## config.mk

```make
export PLATFORM = sky130hd
export DESIGN_NAME = rf_write_arbiter
export DESIGN_NICKNAME = d
export VERILOG_FILES = /design/src/rtl/rf_write_arbiter.sv
export SDC_FILE = /design/constraint.sdc
export NUM_CORES = 1
export LEC_CHECK = 0
export ABC_CLOCK_PERIOD_IN_PS = 5200
export CORE_MARGIN = 3
export CORE_UTILIZATION = 47
export DETAILED_ROUTE_END_ITERATION = 10
export PLACE_DENSITY_LB_ADDON = 0.2
export SLEW_MARGIN = 30
export SYNTH_ARGS = -nofsm -noshare
export SYNTH_HDL_FRONTEND = slang
export SYNTH_SLANG_ARGS = --single-unit
```

## constraint.sdc

```tcl
create_clock -name Clk -period 5.2 [get_ports Clk]
set_clock_uncertainty 0.1 [all_clocks]
set_input_delay 0.78 -clock Clk [delete_from_list [all_inputs] [get_ports Clk]]
set_output_delay 0.78 -clock Clk [all_outputs]
set_load 0.02 [all_outputs]
```

## src/rtl/rf_write_arbiter.sv

```systemverilog
// Purpose : arbitrates the single register-file write port between pipeline
//           writeback (WB) and a small FIFO of long-latency (mul/div) results,
//           and keeps a per-register busy scoreboard for decode hazard stalls.
// Latency : the grant is decided combinationally in cycle N. Write_Reg/W_Addr/W_Data
//           are registered and visible after posedge N.
// Backpr. : WB normally wins. A queue head denied AGE_MAX times forces one FORCE
//           cycle in which wb_stall=1. mdu_ready drops when the FIFO is full.
//
// Ports:
//   Clk, Clr                       clock, async active-high reset
//   wb_valid/wb_addr/wb_data       writeback request, wb_stall = refused
//   mdu_valid/mdu_addr/mdu_data    MDU result, mdu_ready = FIFO can accept
//   issue_valid/issue_addr         long-latency issue, marks destination busy
//   rd_addr_a/b -> stall_a/b       decode read-port hazard flags
//   Write_Reg/W_Addr/W_Data        registered register-file write port

module rf_write_arbiter #(
  parameter int ADDR    = 5,
  parameter int SIZE    = 32,
  parameter int DEPTH   = 2,
  parameter int AGE_MAX = 3
) (
  input  logic            Clk,
  input  logic            Clr,
  input  logic            wb_valid,
  input  logic [ADDR-1:0] wb_addr,
  input  logic [SIZE-1:0] wb_data,
  output logic            wb_stall,
  input  logic            mdu_valid,
  input  logic [ADDR-1:0] mdu_addr,
  input  logic [SIZE-1:0] mdu_data,
  output logic            mdu_ready,
  input  logic            issue_valid,
  input  logic [ADDR-1:0] issue_addr,
  input  logic [ADDR-1:0] rd_addr_a,
  input  logic [ADDR-1:0] rd_addr_b,
  output logic            stall_a,
  output logic            stall_b,
  output logic            Write_Reg,
  output logic [ADDR-1:0] W_Addr,
  output logic [SIZE-1:0] W_Data
);

  localparam int NREG  = 1 << ADDR;
  localparam int CNT_W = $clog2(DEPTH + 1);
  localparam int PTR_W = (DEPTH > 1) ? $clog2(DEPTH) : 1;
  localparam int AGE_W = (AGE_MAX > 1) ? $clog2(AGE_MAX) : 1;

  localparam logic [CNT_W-1:0] DEPTH_C = CNT_W'(DEPTH);
  localparam logic [PTR_W-1:0] PTR_LAST = PTR_W'(DEPTH - 1);
  localparam logic [AGE_W-1:0] AGE_LIM  = AGE_W'(AGE_MAX - 1);

  typedef enum logic {NORMAL = 1'b0, FORCE = 1'b1} state_t;

  state_t            state_q, state_d;
  logic [AGE_W-1:0]  age_q, age_d;
  logic [CNT_W-1:0]  count_q, count_d;
  logic [PTR_W-1:0]  rd_ptr_q, rd_ptr_d;
  logic [PTR_W-1:0]  wr_ptr_q, wr_ptr_d;
  logic [ADDR-1:0]   q_addr_q [DEPTH];
  logic [SIZE-1:0]   q_data_q [DEPTH];
  logic [NREG-1:0]   busy_q, busy_d;
  logic              wr_en_q, wr_en_d;
  logic [ADDR-1:0]   w_addr_q, w_addr_d;
  logic [SIZE-1:0]   w_data_q, w_data_d;

  logic              wb_req;
  logic              q_ne;
  logic              push;
  logic              grant_wb;
  logic              grant_q;
  logic [ADDR-1:0]   head_addr;
  logic [SIZE-1:0]   head_data;

  // Address-0 requests never touch the port or the queue.
  assign wb_req    = wb_valid && (wb_addr != '0);
  assign q_ne      = (count_q != '0);
  assign mdu_ready = (count_q < DEPTH_C);
  assign push      = mdu_valid && mdu_ready && (mdu_addr != '0);
  assign head_addr = q_addr_q[rd_ptr_q];
  assign head_data = q_data_q[rd_ptr_q];

  assign wb_stall  = (state_q == FORCE);
  assign stall_a   = busy_q[rd_addr_a];
  assign stall_b   = busy_q[rd_addr_b];
  assign Write_Reg = wr_en_q;
  assign W_Addr    = w_addr_q;
  assign W_Data    = w_data_q;

  // Arbitration FSM and head-age tracking.
  always_comb begin
    state_d  = state_q;
    age_d    = age_q;
    grant_wb = 1'b0;
    grant_q  = 1'b0;
    case (state_q)
      NORMAL: begin
        if (wb_req) begin
          grant_wb = 1'b1;
        end else if (q_ne) begin
          grant_q = 1'b1;
        end
        if (!q_ne || grant_q) begin
          age_d = '0;
        end else if (age_q == AGE_LIM) begin
          // Head denied AGE_MAX times in a row: steal the next cycle.
          state_d = FORCE;
          age_d   = '0;
        end else begin
          age_d = age_q + 1'b1;
        end
      end
      FORCE: begin
        // Head cannot leave the queue except through a grant, so it is still
        // present here. The q_ne guard only protects against a corrupt count.
        grant_q = q_ne;
        age_d   = '0;
        state_d = NORMAL;
      end
      default: begin
        state_d = NORMAL;
        age_d   = '0;
      end
    endcase
  end

  // FIFO pointers and occupancy. Simultaneous push/pop keeps count unchanged.
  always_comb begin
    rd_ptr_d = rd_ptr_q;
    wr_ptr_d = wr_ptr_q;
    count_d  = count_q;
    if (grant_q) begin
      rd_ptr_d = (rd_ptr_q == PTR_LAST) ? '0 : rd_ptr_q + 1'b1;
    end
    if (push) begin
      wr_ptr_d = (wr_ptr_q == PTR_LAST) ? '0 : wr_ptr_q + 1'b1;
    end
    case ({push, grant_q})
      2'b10:   count_d = count_q + 1'b1;
      2'b01:   count_d = count_q - 1'b1;
      default: count_d = count_q;
    endcase
  end

  // Scoreboard: a queue write clears the busy bit, a new issue sets it. The
  // set is applied last so that it wins on the same register. WB grants
  // leave the bit alone.
  always_comb begin
    busy_d = busy_q;
    if (grant_q) begin
      busy_d[head_addr] = 1'b0;
    end
    if (issue_valid && (issue_addr != '0)) begin
      busy_d[issue_addr] = 1'b1;
    end
    busy_d[0] = 1'b0;
  end

  // Write-port next values.
  always_comb begin
    wr_en_d  = grant_wb || grant_q;
    w_addr_d = '0;
    w_data_d = '0;
    if (grant_wb) begin
      w_addr_d = wb_addr;
      w_data_d = wb_data;
    end else if (grant_q) begin
      w_addr_d = head_addr;
      w_data_d = head_data;
    end
  end

  always_ff @(posedge Clk or posedge Clr) begin
    if (Clr) begin
      state_q  <= NORMAL;
      age_q    <= '0;
      count_q  <= '0;
      rd_ptr_q <= '0;
      wr_ptr_q <= '0;
      busy_q   <= '0;
      wr_en_q  <= 1'b0;
      w_addr_q <= '0;
      w_data_q <= '0;
      for (int i = 0; i < DEPTH; i++) begin
        q_addr_q[i] <= '0;
        q_data_q[i] <= '0;
      end
    end else begin
      state_q  <= state_d;
      age_q    <= age_d;
      count_q  <= count_d;
      rd_ptr_q <= rd_ptr_d;
      wr_ptr_q <= wr_ptr_d;
      busy_q   <= busy_d;
      wr_en_q  <= wr_en_d;
      w_addr_q <= w_addr_d;
      w_data_q <= w_data_d;
      if (push) begin
        q_addr_q[wr_ptr_q] <= mdu_addr;
        q_data_q[wr_ptr_q] <= mdu_data;
      end
    end
  end

endmodule

```

==> metrics <==
IO Port Bufs 135; CORE AREA 14,600 µm²; WL/cell 19.3 µm; GP Congestion 0.895; Max-Cap Viols 0; die area 16,600 µm²; fin util 62.3%; cell-internal power 3.48 mW; min Tclk post-route 3.83 ns; final hold violations 0; initial antenna violation count 0; cts-stage hold buffer count 0; net load switching power 1.85 mW; Worst setup SP type input pin; TNS Setup 0 ns; Avg Synthesized Cell Area 12.3 µm²; Worst Tran Pin Value 1.01 ns; GRT overflow 0; row count 44; number of synthesized flops with an enable pin 0; final period utilization 73.6%; status finished, final reports clean; CP Capture Type output port; syn nets 670; crit path max fanout 10; Total GRT Usage 21.8%; vias in the first global route 5,448; first-pass GRT wire length 28,100 µm; Slew HR 32.3%; H-tree levels 4; DPL Wire Length 12,000 µm; fin nets 798; critical path arrival 2.95 ns; FFs w/ async S/R, synth 100%; worst min-delay path category flip-flop to flip-flop; Yosys warnings 0; pin count of the biggest net entering global routing 82; Setup Fix Bufs, Post-CTS 0; chip width 129 µm; fraction of layout cells with a size suffix above 1 17.8%; area delta synth->final 28.5%; maximum VDD drop 276 µV; post-synthesis sequential area ratio 52.9%; CTS tree yes; vias per cell 5.76; Antenna Cells 0; CTS Buf Count 17; Clk pwr share 22.1%; post-CTS sizing 0; Net Sw Frac 34.7%; # fillers 1,198; Mapped Area 7100 µm²; Comb pwr share 39.0%; I/O Pins 136; Starting DRT DRC Count 267; Root Buffer clkbuf_16; fmax 261 MHz; Worst EP required 4.32 ns; wirelength, routed 17,400 µm; count of final setup violators 0; Unique masters post-synth 46; # DRC 0; 1st-pass router iterations 5; Mapped Cells 575; WS Path Type input pin to output port; CTS clk-pin slew, worst paths 0.06 ns; Clock Sinks 150; Antenna Nets Post-Route 0; Die Ht 129 µm; Max Slew Vio Count 0; RSZ-0062 raised after global routing false; r2r setup slk 2.37 ns; clock buffer depth 2; leakage power 3.90 nW; routed vias 5,182; Pwr Density 585 nW/µm²; #FFs+latches synth 150; Seq pwr share 38.9%; worst-skew pair later-pin latency 0.42 ns; Initial Utilization 48.5%; Overall Power 5.33 mW; most common flop cell mapped by yosys dfrtp_1
layer usage:
layer	vias to the layer above	GRT usage (%)	share of wire, %
met4	0	6.55	1.5
li1	2365	-	-
met2	203	34.8	48
met5	-	0	0
met1	2591	28.3	43
met3	23	7.43	7.2
flip-flops by register name (all words and copies together), names as in the netlist:
signal     count
W_Addr         5
W_Data        32
Write_Reg      1
age_q          2
busy_q        31
count_q        2
q_addr_q      10
q_data_q      64
rd_ptr_q       1
wb_stall       1
wr_ptr_q       1
power by group through the flow:
stage	Clock [mW]	Sequential, mW	Combinational, mW
final	1.18	2.07	2.08
after detailed placement	0	2.07	2.09
after CTS	1.20	2.06	2.09
after global placement	0	2.05	2.03
after floorplan	0	2.11	1.34
after global routing	1.26	2.14	2.26
cell usage after synthesis (2+ instances only):
cell / count / share of area, %
xnor2_1: 4 / 0.49
o41ai_1: 31 / 3.8
nand3b_1: 2 / 0.21
nand2_1: 70 / 3.7
nand3_1: 13 / 0.92
o21ai_2: 8 / 0.99
dfrtp_1: 150 / 53
mux2_4: 30 / 6.3
buf_2: 6 / 0.42
mux2_1: 10 / 1.6
o211ai_1: 2 / 0.21
nand4_1: 2 / 0.18
mux4_2: 6 / 1.9
nor4bb_1: 2 / 0.28
a31oi_1: 4 / 0.35
nor3_1: 4 / 0.28
nor3b_1: 5 / 0.53
and3b_1: 2 / 0.25
nand2b_1: 6 / 0.53
mux2i_1: 53 / 7.5
nor2b_1: 6 / 0.53
a211oi_1: 2 / 0.21
o21ai_0: 44 / 3.1
mux2_2: 36 / 5.7
clkbuf_1: 18 / 0.95
or3_1: 4 / 0.35
inv_1: 10 / 0.53
nor2_1: 8 / 0.42
o2111ai_1: 4 / 0.49
buf_6: 9 / 1.4
a21oi_1: 6 / 0.42
a22oi_1: 4 / 0.42
final cells by class:
cell class	count	area, µm²	share of cell area (%)
Clock inverter	11	129	1.41
Multi-Input combinational cell	382	3120	34.2
Sequential cell	150	3750	41.2
Clock buffer	20	437	4.79
Inverter	10	42.5	0.467
Tap cell	184	230	2.52
Timing Repair Buffer	142	1400	15.4
layout by cell type, fill, tap and decap left out, drive strengths merged, types with 6 or more instances in the layout:
cell	count
a21oi	6
buf	7
clkbuf	20
clkdlybuf4s50	135
dfrtp	150
inv	11
mux2	76
mux2i	53
mux4	6
nand2	70
nand2b	6
nand3	13
nor2	9
nor2b	6
o21ai	53
o41ai	31
final timing paths:
path,end,from,depth (start not counted)
worst max-delay path,stall_a,rd_addr_a[1],5
worst min-delay path,age_q[0],age_q[1],1
worst max register to register,count_q[1],wb_stall,7
worst min register to register,age_q[0],age_q[1],1
max in group asynchronous,q_data_q[37],Clr,3
min in group asynchronous,q_data_q[51],Clr,2
cells by family (layout without fill, tap and decap cells):
logic type / after synthesis / after routing / synth area share [%]
XOR/XNOR: 5 / 5 / 0.723
AND/OR/NAND/NOR: 131 / 131 / 8.96
buffers and inverters: 43 / 183 / 3.33
flip-flops: 150 / 150 / 52.9
AO/OA/AOI/OAI: 110 / 110 / 10.9
adder cells (fa/ha/maj): 1 / 1 / 0.176
multiplexers: 135 / 135 / 23.0
through the flow:
step	worst slack [ns]	instance area, µm²	hold slack, ns	instances
4_1_cts	1.38	9110	0.354	899
6_report	1.37	9120	0.352	899
3_3_place_gp	1.39	8550	0.335	868
2_1_floorplan	0.284	7100	0.323	575
5_1_grt	1.30	9120	0.369	899
3_5_place_dp	1.38	8550	0.346	868
critical path, stage by stage:
cell,delay (ns)
clkdlybuf4s50_1,0.73
mux4_2,0.56
o2111ai_1,0.18
nand4_1,0.13
clkdlybuf4s50_1,0.56
Power figures use the tool's default switching activity.
